[config.mk]
export PLATFORM = sky130hd
export DESIGN_NAME = btb_update_ctrl
export DESIGN_NICKNAME = d
export VERILOG_FILES = /design/src/rtl/btb_update_ctrl.sv
export SDC_FILE = /design/constraint.sdc
export NUM_CORES = 1
export LEC_CHECK = 0
export ABC_AREA = 1
export ABC_CLOCK_PERIOD_IN_PS = 9900
export CAP_MARGIN = 10
export CORE_ASPECT_RATIO = 0.9
export CORE_MARGIN = 5
export CORE_UTILIZATION = 45
export CTS_CLUSTER_DIAMETER = 150
export DETAILED_ROUTE_END_ITERATION = 8
export GPL_ROUTABILITY_DRIVEN = 1
export HOLD_SLACK_MARGIN = 0.03
export PLACE_DENSITY = 0.65
export SYNTH_ARGS = -nofsm -noshare
export SYNTH_HDL_FRONTEND = slang
export SYNTH_SLANG_ARGS = --single-unit
[constraint.sdc]
create_clock -name clk -period 9.9 [get_ports clk]
set_clock_uncertainty 0.05 [all_clocks]
set_input_delay 2.475 -clock clk [delete_from_list [all_inputs] [get_ports clk]]
set_output_delay 2.475 -clock clk [all_outputs]
set_load 0.005 [all_outputs]
[src/rtl/btb_update_ctrl.sv]
// rtl/btb_update_ctrl.sv - BTB write-side controller: coalescing update queue and invalidate walk
module btb_update_ctrl #(
  parameter int INDEX_BITS  = 4,
  parameter int QUEUE_DEPTH = 4
) (
  input  logic                           clk,
  input  logic                           rst,
  input  logic                           upd_valid,
  input  logic [31:0]                    upd_pc,
  input  logic [31:0]                    upd_target,
  output logic                           upd_ready,
  input  logic                           flush_req,
  output logic                           flush_busy,
  input  logic                           btb_wr_block,
  output logic                           btb_wr_en,
  output logic [INDEX_BITS-1:0]          btb_wr_index,
  output logic                           btb_wr_valid,
  output logic [31:0]                    btb_wr_tag,
  output logic [31:0]                    btb_wr_target,
  output logic [$clog2(QUEUE_DEPTH):0]   queue_count
);

  localparam int PW = $clog2(QUEUE_DEPTH);
  localparam int CW = PW + 1;

  localparam logic [0:0] S_IDLE  = 1'b0;
  localparam logic [0:0] S_FLUSH = 1'b1;

  localparam logic [INDEX_BITS-1:0] LAST_INDEX = '1;

  logic [0:0]            state;
  logic [INDEX_BITS-1:0] walk_cnt;
  logic [PW-1:0]         head;
  logic [PW-1:0]         tail;
  logic [CW-1:0]         count;
  logic [31:0]           q_pc  [QUEUE_DEPTH];
  logic [31:0]           q_tgt [QUEUE_DEPTH];

  logic                  pop;
  logic                  full;
  logic                  hit;
  logic [PW-1:0]         hit_idx;
  logic [PW-1:0]         offs;
  logic                  accept;
  logic                  push;
  logic                  coalesce;

  // Drain the head whenever idle, not flushing this cycle and the port is free
  always_comb begin
    pop  = (state == S_IDLE) && !flush_req && (count != '0) && !btb_wr_block;
    full = (count == CW'(QUEUE_DEPTH));
  end

  // Search live entries for a PC match; the head being popped now is not eligible
  always_comb begin
    hit     = 1'b0;
    hit_idx = '0;
    offs    = '0;
    for (int i = 0; i < QUEUE_DEPTH; i++) begin
      offs = PW'(i) - head;
      if (({1'b0, offs} < count) && !(pop && (PW'(i) == head)) && (q_pc[i] == upd_pc)) begin
        hit     = 1'b1;
        hit_idx = PW'(i);
      end
    end
  end

  // Accept when idle with room, or when the update folds into an existing entry
  always_comb begin
    upd_ready = (state == S_IDLE) && !flush_req && (!full || hit);
    accept    = upd_valid && upd_ready;
    push      = accept && !hit;
    coalesce  = accept && hit;
  end

  // Write port: install from the queue head, or invalidate during the walk
  always_comb begin
    btb_wr_en     = 1'b0;
    btb_wr_valid  = 1'b0;
    btb_wr_index  = '0;
    btb_wr_tag    = '0;
    btb_wr_target = '0;
    if (pop) begin
      btb_wr_en     = 1'b1;
      btb_wr_valid  = 1'b1;
      btb_wr_index  = q_pc[head][INDEX_BITS+1:2];
      btb_wr_tag    = q_pc[head];
      btb_wr_target = q_tgt[head];
    end else if ((state == S_FLUSH) && !btb_wr_block) begin
      btb_wr_en     = 1'b1;
      btb_wr_index  = walk_cnt;
    end
  end

  assign flush_busy  = (state == S_FLUSH);
  assign queue_count = count;

  // Queue payload storage; occupancy is tracked separately so no reset is needed here
  always_ff @(posedge clk) begin
    if (push) begin
      q_pc[tail]  <= upd_pc;
      q_tgt[tail] <= upd_target;
    end
    if (coalesce) begin
      q_tgt[hit_idx] <= upd_target;
    end
  end

  // State, walk counter and queue pointers
  always_ff @(posedge clk or posedge rst) begin
    if (rst) begin
      state    <= S_IDLE;
      walk_cnt <= '0;
      head     <= '0;
      tail     <= '0;
      count    <= '0;
    end else begin
      case (state)
        S_IDLE: begin
          if (flush_req) begin
            state    <= S_FLUSH;
            walk_cnt <= '0;
            head     <= '0;
            tail     <= '0;
            count    <= '0;
          end else begin
            if (pop) begin
              head <= head + PW'(1);
            end
            if (push) begin
              tail <= tail + PW'(1);
            end
            count <= count + CW'(push) - CW'(pop);
          end
        end
        default: begin
          if (flush_req) begin
            walk_cnt <= '0;
          end else if (!btb_wr_block) begin
            if (walk_cnt == LAST_INDEX) begin
              state    <= S_IDLE;
              walk_cnt <= '0;
            end else begin
              walk_cnt <= walk_cnt + INDEX_BITS'(1);
            end
          end
        end
      endcase
    end
  end

endmodule

# ---- After elaboration in Yosys (flattened, before gate mapping)
# Memory sizes are Yosys's and may differ from the RTL's.
# Cells that the tools add are included.
dict set report op_classes {
  bitwise_logic 1
  eq_ne 10
  n_reduce_logical 38
  n_addsub 9
  muxes 36
  magnitude_cmp 4
}
# cell count
set op_table {}
lappend op_table {{equality test 32 bit} 4}
lappend op_table {{2-to-1 mux 32 bit} 3}
lappend op_table {{OR reduction 32 bit} 1}
lappend op_table {{2-to-1 mux 4 bit} 7}
lappend op_table {{logical AND 1 bit} 20}
lappend op_table {{2-to-1 mux 1 bit} 18}
lappend op_table {{2-to-1 mux 2 bit} 7}
lappend op_table {{less-than comparator 2 x 3 -> 1 bit} 4}
lappend op_table {{zero test 1 bit} 8}
lappend op_table {{AND reduction 2 bit} 3}
lappend op_table {{nonzero test 2 bit} 3}
lappend op_table {{adder 2 x 1 -> 2 bit, second input constant} 2}
lappend op_table {{adder 4 x 1 -> 4 bit, second input constant} 1}
lappend op_table {{equality test 2 bit, first input constant} 2}
lappend op_table {{equality test 4 bit, second input constant} 1}
lappend op_table {{subtractor 1 x 2 -> 2 bit, first input constant} 2}
lappend op_table {{subtractor 2 bit, first input constant} 2}
lappend op_table {{adder 3 x 1 -> 3 bit} 1}
lappend op_table {{equality test 3 bit, second input constant} 1}
lappend op_table {{2-to-1 mux 3 bit} 1}
lappend op_table {{nonzero test 3 bit} 1}
lappend op_table {{subtractor 3 x 1 -> 3 bit} 1}
lappend op_table {{equality test 1 x 2 -> 1 bit, first input constant} 1}
lappend op_table {{zero test 2 bit} 1}
lappend op_table {{other kinds (3)} 3}
dict set report totals {
  ram_bits 256
  wordCells 105
  regBits 12
  memories 2
  output_inout_bits 75
}
# name depth width rd rd_clocked_by_memory_dff write_ports line_no
set mem_list {}
lappend mem_list {q_pc 4 32 5 0 1 36} ;# logic [31:0] q_pc [QUEUE_DEPTH];
lappend mem_list {q_tgt 4 32 1 0 1 37} ;# logic [31:0] q_tgt [QUEUE_DEPTH];

# ---- Depth between registers and ports, before layout
# Gate-level depths: netlist (run 1).
dict set report depth {
  word_depth 20
  mapped_depth 22
  depth_no_buf 19
}

# ---- Worst setup path after synthesis (run 1)
# No wires, ideal clock.
dict set report synth_path {
  kind {input -> output}
  from {in upd_pc[31]}
  to {out upd_ready}
  arrival_ps 3459
  path_stages 11
  required_time_ps 7375
  slack_ps 3916
  path_cell_list {clkbuf_2 xnor2_1 and2_1 nand2_1 nor2_1 nand2_1 nor2_2 nor2_2 nand3_1 nand2_1 inv_1}
}
dict set report synth_between {
  elab_chain_cells 8
  elab_cells_between_ends 14
  classes_between {eq/ne (4); mux (4); reduce/logical (6)}
}
# element line_no
set synth_rtl {}
lappend synth_rtl {{start, declared} 9} ;# input logic [31:0] upd_pc,
lappend synth_rtl {{equality test 32 bit} 61} ;# if (({1'b0, offs} < count) && !(pop && (PW'(i) == head)) && (q_pc[i] == upd_pc)) begin
lappend synth_rtl {{logical AND 1 bit} 61}
lappend synth_rtl {{2-to-1 mux 1 bit (3 in a row)} 61}
lappend synth_rtl {{2-to-1 mux 1 bit (*)} 61}
lappend synth_rtl {{logical OR 1 bit (*)} 70} ;# upd_ready = (state == S_IDLE) && !flush_req && (!full || hit);
lappend synth_rtl {{logical AND 1 bit (*)} 70}
lappend synth_rtl {{end, declared} 11} ;# output logic upd_ready,
# Every way passes the cells marked *; elsewhere a longest branch is shown, timed or not.

# ---- Final worst setup path (run 1)
dict set report layout_path {
  from {in flush_req}
  to {out upd_ready}
}
dict set report layout_between {
  elab_chain_cells 14
  elab_cells_between_ends 26
  classes_between {mux (4); reduce/logical (22)}
}
# element line_no
set layout_rtl {}
lappend layout_rtl {{start, declared} 12} ;# input logic flush_req,
lappend layout_rtl {{zero test 1 bit (*)} {50, 70}}
lappend layout_rtl {{logical AND 1 bit (*)} {50, 70}}
lappend layout_rtl {{logical AND 1 bit (2 in a row)} 50} ;# pop = (state == S_IDLE) && !flush_req && (count != '0) && !btb_wr_block;
lappend layout_rtl {{logical AND 1 bit} 61}
lappend layout_rtl {{zero test 1 bit} 61}
lappend layout_rtl {{logical AND 1 bit (2 in a row)} 61}
lappend layout_rtl {{2-to-1 mux 1 bit (4 in a row)} 61}
lappend layout_rtl {{logical OR 1 bit} 70}
lappend layout_rtl {{logical AND 1 bit (*)} 70}
# Marked as above.

==> results of run 1 <==
logic make-up after synthesis:
family,synth area share [%]
xor gates and xnor gates,4.684
DFF,60.16
and+or+nand+nor,17.29
adders and majority gates,1.564
buffers and inverters,6.267
AOI/OAI and AO/OA,10.03
per-layer routing:
| metal | wire length, µm | global-route usage (%) | up-vias |
|---|---|---|---|
| met3 | 2522 | 3.246 | 33 |
| met5 | 13 | 0 | - |
| met2 | 16140 | 32.40 | 308 |
| li1 | - | - | 4897 |
| met1 | 16120 | 31.36 | 4839 |
| met4 | 521 | 3.770 | 2 |
sequential cells by signal (all words and copies together), names as in the netlist:
signal       cells
flush_busy       1
head             2
q_pc           128
q_tgt          128
queue_count      3
tail             2
walk_cnt         4
synth_stat cells, drive strengths merged:
cell type and count:
nand2 292, nor2 258, edfxtp 256, inv 155, o21ai 137, a21oi 104, xnor2 48, clkbuf 47
nand3 27, xor2 23, buf 15, ha 15, dfrtp 12, o211ai 8, o22ai 8, nand4 7
a21boi 2, and2 1, fa 1, nor3 1
tightest hold or removal path, cell delays in order, from the launching register on:
cell,delay [ns]
dfrtp_1,0.42
nand2_1,0.07
nand2_1,0.05
final cells by class:
| class | instances | area, µm² | area share, % |
|---|---|---|---|
| sequential | 268 | 7993 | 50.07 |
| multi-input combinational | 932 | 4507 | 28.24 |
| timing repair buffer | 154 | 1514 | 9.485 |
| clock buffer | 34 | 723.2 | 4.531 |
| inverter | 155 | 583.1 | 3.653 |
| tap | 396 | 495.5 | 3.104 |
| clock inverter | 17 | 146.4 | 0.9171 |
metrics by stage:
| stage | std cells | hold WS, ns | total power, mW | cell area [µm²] |
|---|---|---|---|---|
| 2_1_floorplan | 1417 | 0.4588 | 1.437 | 13280 |
| 3_3_place_gp | 1905 | 0.5086 | 1.541 | 15090 |
| 3_5_place_dp | 1905 | 0.5122 | 1.546 | 15090 |
| 4_1_cts | 1956 | 0.5251 | 2.545 | 15960 |
| 5_1_grt | 1956 | 0.5763 | 2.623 | 15960 |
| 6_report | 1956 | 0.5257 | 2.526 | 15960 |
power groups by stage:
stage	logic, mW	registers (mW)	clock network, mW
2_1_floorplan	0.159	1.28	0
5_1_grt	0.288	1.27	1.07
3_5_place_dp	0.256	1.29	0
4_1_cts	0.257	1.27	1.02
3_3_place_gp	0.252	1.29	0
6_report	0.255	1.27	1.00
worst max-delay path by stage:
stage               startpoint  cells past startpoint  slack [ns]        end
detailed placement   flush_req                     14        2.27  upd_ready
finish               flush_req                     14        2.23  upd_ready
global route         flush_req                     12        2.02  upd_ready
CTS                  flush_req                     14        2.27  upd_ready
floorplan           upd_pc[31]                     11        3.92  upd_ready
global placement     flush_req                     12        2.29  upd_ready
==> results.md, run 1 <==
* CP Launch Type: input pin
* Max cap viols at 0
* Net Count, Synth at 1502
* RSZ-0062 raised after global routing: no
* Post-Route WL at roughly 35000 µm
* Final Hold Fails at 0
* Max Fclk at 130.3 MHz
* Hold Crit Start: tail[0]
* PnR worst setup slack at 2.227 ns
* Starting Density at 45.76%
* Drt wl/cell at 18.06 µm
* Worst-path cell chain: clkdlybuf4s50_1 > nor2_4 > nand3_4 > inv_2 > nand2_1 > nand2_1 > inv_1 > nand2_1 > nor2_2 > nor2_2 > nand3_1 > nand2_1 > inv_1 > clkdlybuf4s50_1
* Largest net degree at the start of global routing at 88
* R2R Setup Slk at 4.55 ns
* Worst reg2reg path endpoint: q_tgt[1][2]
* Post-synth top area share at 57.90%
* FF-to-FF path depth at 16
* Total CTS buffers at 28
* Sinks on Clock Net at ~270
* Diodes inserted at 0
* First-pass DRT Iterations at 5
* Hold Path Sink: tail[0]
* GRT overflow at 0
* Worst slew margin at ~26%
* Crit Path Class: input pin to primary output
* Yosys Warn Count at 0
* Data required, critical path at between 7 and 8 ns
* Starting DRT DRC Count at 819
* Clock Tree Root: clkbuf_16
* Flop pwr share at between 50% and 60%
* Area Overhead vs Synth at 20.22%
* Worst R2R Start: head[0]
* Residual DRC at 0
* Peak supply drop at approximately 0.0001 V
* Worst-Skew Late Latency at roughly 0.55 ns
* DIE AREA at 33040 µm²
* Net Switching at approximately 0.61 mW
* Slew Limit Fails at 0
* Status: completed
* CTS clk-pin slew, worst paths at ~0.060 ns
* Net Sw Frac at about a quarter
* CTS Buffer Depth at 3
* Commonest non-fill, non-tap cell in the layout: nand2_1
* Fill cells at about 2600
* Clock share of power at about two fifths
* Die W at about 190 µm
* Die height at between 150 and 200 µm
* Leading area contributor after synthesis: edfxtp_1
* CP dominant cell by count: nand2_1
* Total vias in the final route at around 10000
* Pleak at about 6.1 nW
* Final Cycle Share at 77.51%
* PwrDens at 158.2 nW/µm²
* Post-route minimum period at between 7 and 8 ns
* Mapped Cells at about 1400
* Via density at about 5.2
* Post-CTS setup buffers at 0
* Pint at 1.914 mW
* Antenna Nets Post-Route at 0
* Netlist cell types at 29
* CTS tree: done
* Crit end category: primary output
* Worst Hold Path Cells at 2
* Post-DP HPWL at about 23000 µm
* Count of state elements after synthesis at around 270
* Worst min-delay path class: flip-flop to flip-flop
* Post-CTS Resized at 0
* Port bufs at 143
* Cts-stage hold buffer count at 0
* First-pass GRT wire length at ~54000 µm
* Worst-margin pin slew at 1.109 ns
* Layout Nets at ~1600
* Mapped Area at 13280 µm²
* Final Util at between 50% and 60%
* Cell Rows at 59
* Gr usage total at between 20% and 30%
* Core Region at just under 30000 µm²
* H-tree levels at 1
* WP buf/inv at 5
* Mapped Avg Cell Area at between 9 and 10 µm²
* Io pins at about 140
* Synth area leaders: edfxtp_1 (58%), nand2_1 (8.3%), nor2_1 (7.2%)
* Part of the Yosys area used for sequential elements at between 60% and 70%
* Worst Path Arrival at 5.15 ns
* Comb pwr share at a little over 10%
* Initial antenna violation count at 1
* Most frequent cells in the layout: nand2_1 (292), edfxtp_1 (256), nor2_1 (247), inv_1 (150), clkdlybuf4s50_1 (143)
* Slowest stage cell, crit path: clkdlybuf4s50_1
* Place WS at approximately 2.3 ns
* Routability cong. at around 0.95
* Worst path top cell family by delay: simple AND/OR/NAND/NOR gates
* Final setup viols at 0
* Max incr delay on CP at 0.52 ns
* Crit Path Max Fanout at 34
* Fraction of layout cells with a size suffix above 1 at ~4.6%
* Sum of negative setup slack at 0 ns
* Vias in the first global route at between 9000 and 10000
No activity file was read; power rests on OpenSTA's default activity.
==> inputs of run 2 (changes only) <==
--- a/config.mk
+++ b/config.mk
@@ -6,7 +6,7 @@
 export NUM_CORES = 1
 export LEC_CHECK = 0
 export ABC_AREA = 1
-export ABC_CLOCK_PERIOD_IN_PS = 9900
+export ABC_CLOCK_PERIOD_IN_PS = 7500
 export CAP_MARGIN = 10
 export CORE_ASPECT_RATIO = 0.9
 export CORE_MARGIN = 5
==> constraint.sdc (replaced) <==
create_clock -name clk -period 7.5 [get_ports clk]
set_clock_uncertainty 0.05 [all_clocks]
set_input_delay 1.875 -clock clk [delete_from_list [all_inputs] [get_ports clk]]
set_output_delay 1.875 -clock clk [all_outputs]
set_load 0.005 [all_outputs]
==> results.md, run 2 (synthesis gave the netlist of run 1 again) <==
* Status: completed
* Crit end category: primary output
* CP dominant cell by count: nand2_1
* Crit Path Max Fanout at 9 (-74%)
* Commonest non-fill, non-tap cell in the layout: nand2_1
* Final setup viols at 0 (unchanged)
* Clock Tree Root: clkbuf_16
* Regs by FF count: q_pc (128), q_tgt (128), walk_cnt (4)
* DIE AREA at 33040 µm² (unchanged)
* Area Overhead vs Synth at 20.97%
* Slew Limit Fails at 0 (unchanged)
* Layout Nets at 1628 (+0.25%)
* Core Region at 29010 µm² (unchanged)
* Initial antenna violation count at 2 (+1)
* FF+latch area at 7993 µm² (unchanged)
* Total vias in the final route at 10150 (+0.68%)
* Die W at 191.1 µm (unchanged)
* GRT overflow at 0 (unchanged)
* Slowest stage cell, crit path: clkdlybuf4s50_1
* Post-DP HPWL at 22950 µm (+1.6%)
* PwrDens at 213.5 nW/µm² (+35%)
* CTS tree: done
* Max Fclk at between 150 and 200 MHz
* Total CTS buffers at 30 (+7.1%)
* Final instance area at 16060 µm² (+0.62%)
* Multi-input gate area at 4507 µm² (unchanged)
* Largest net degree at the start of global routing at 95 (+8.0%)
* Max incr delay on CP at 0.65 ns (+0.13 ns)
* Sinks on Clock Net at 268 (unchanged)
* Post-CTS Resized at 0 (unchanged)
* Port bufs at 143 (unchanged)
* CTS clk-pin slew, worst paths at 0.06 ns (about the same)
* Cell Rows at 59 (unchanged)
* Pleak at 6.176 nW (+1.0%)
* Total power at 3.428 mW (+36%)
* Drt wl/cell at 18.15 µm (+0.54%)
* First-pass DRT Iterations at 5 (unchanged)
* Most frequent cells in the layout: nand2_1 (292), edfxtp_1 (256), nor2_1 (247), inv_1 (150), clkdlybuf4s50_1 (143)
* Worst-path cell chain: clkdlybuf4s50_1 > inv_1 > nand2_1 > nand3_1 > nor2_1 > nand2_1 > nor2_1 > nand2_1 > nand2_1 > inv_1 > nand3_1 > nand2_1 > inv_1 > clkdlybuf4s50_1
* Sum of negative setup slack at 0 ns (unchanged)
* Residual DRC at 0 (unchanged)
* First-pass GRT wire length at 54760 µm (+1.0%)
* Worst Path Arrival at 4.44 ns (-0.71 ns)
* Vias in the first global route at 9631 (+2.2%)
* H-tree levels at 1 (unchanged)
* Final Cycle Share at 84.88%
* Final Hold Fails at 0 (unchanged)
* Data required, critical path at 5.58 ns (-1.80 ns)
* Starting DRT DRC Count at 909 (+11%)
* Starting Density at 45.76% (unchanged)
* Worst-Skew Late Latency at 0.55 ns (about the same)
* Via density at 5.175 (+0.43%)
* Routability cong. at 0.8717 (-8.6%)
* Cts-stage hold buffer count at 0 (unchanged)
* Post-route minimum period at 6.366 ns
* Worst min-delay path class: flip-flop to flip-flop
* Gr usage total at 20.96% (+0.17 points)
* Placed standard-cell area at 15110 µm² (about the same)
* Fill cells at 2497 (-2.2%)
* Fraction of layout cells with a size suffix above 1 at 4.923% (+0.37 points)
* Worst slew margin at 17.08% (-8.8 points)
* Max cap viols at 0 (unchanged)
* Worst-margin pin slew at 1.241 ns (+0.1313 ns)
* RSZ-0062 raised after global routing: no
* Peak supply drop at 0.0001757 V (+72%)
* Post-Route WL at 35600 µm (+0.80%)
* CP Launch Type: input pin
* Io pins at 144 (unchanged)
* Die height at 173.0 µm (unchanged)
* CTS Buffer Depth at 3 (unchanged)
* Crit Path Class: input pin to primary output
* Antenna Nets Post-Route at 0 (unchanged)
* Post-CTS setup buffers at 0 (unchanged)
==> run 2: stage by stage <==
stage | hold slack, ns | util [%] | cells | setup WS, ns
floorplan | 0.4588 | - | 1417 | 2.632
global placement | 0.5061 | 52.07 | 1907 | 1.158
detailed placement | 0.5063 | 52.07 | 1907 | 1.159
CTS | 0.5212 | 55.35 | 1960 | 1.156
global route | 0.5665 | 55.36 | 1961 | 0.9538
finish | 0.5167 | 55.36 | 1961 | 1.134
==> run 2: worst paths after layout <==
kind	start	endpoint	slack, ns	cells after the start
max in group asynchronous	rst	head[0]	5.44	2
min in group asynchronous	rst	flush_busy	1.60	2
setup / recovery	upd_pc[4]	upd_ready	1.13	14
setup reg to reg	head[0]	q_tgt[3][9]	2.80	16
hold reg to reg	tail[0]	tail[0]	0.52	2
hold / removal	tail[0]	tail[0]	0.52	2
==> run 2: power by group <==
part | switching, mW | internal, mW
logic | 0.210 | 0.125
registers | 0.0255 | 1.65
clock network | 0.571 | 0.849
==> run 2: final cells by class <==
cell class | count | area share [%]
antenna | 1 | 0.01558
sequential | 268 | 49.77
multi-input combinational | 932 | 28.06
inverter | 155 | 3.630
clock buffer | 36 | 4.947
timing repair buffer | 156 | 9.520
tap | 396 | 3.085
clock inverter | 17 | 0.9738
==> run 2: critical path, delay by kind of cell <==
family                 cells  cell delay [ns]
buffers and inverters      5             1.51
AND/OR/NAND/NOR            9             1.04
==> run 2: layer usage <==
| metal | vias up | share of wire (%) | track usage, % |
|---|---|---|---|
| met5 | - | 0.037 | 0 |
| met4 | 2 | 1.8 | 4.548 |
| met3 | 51 | 7.3 | 3.488 |
| met2 | 336 | 45 | 32.27 |
| met1 | 4834 | 46 | 31.53 |
| li1 | 4925 | - | - |
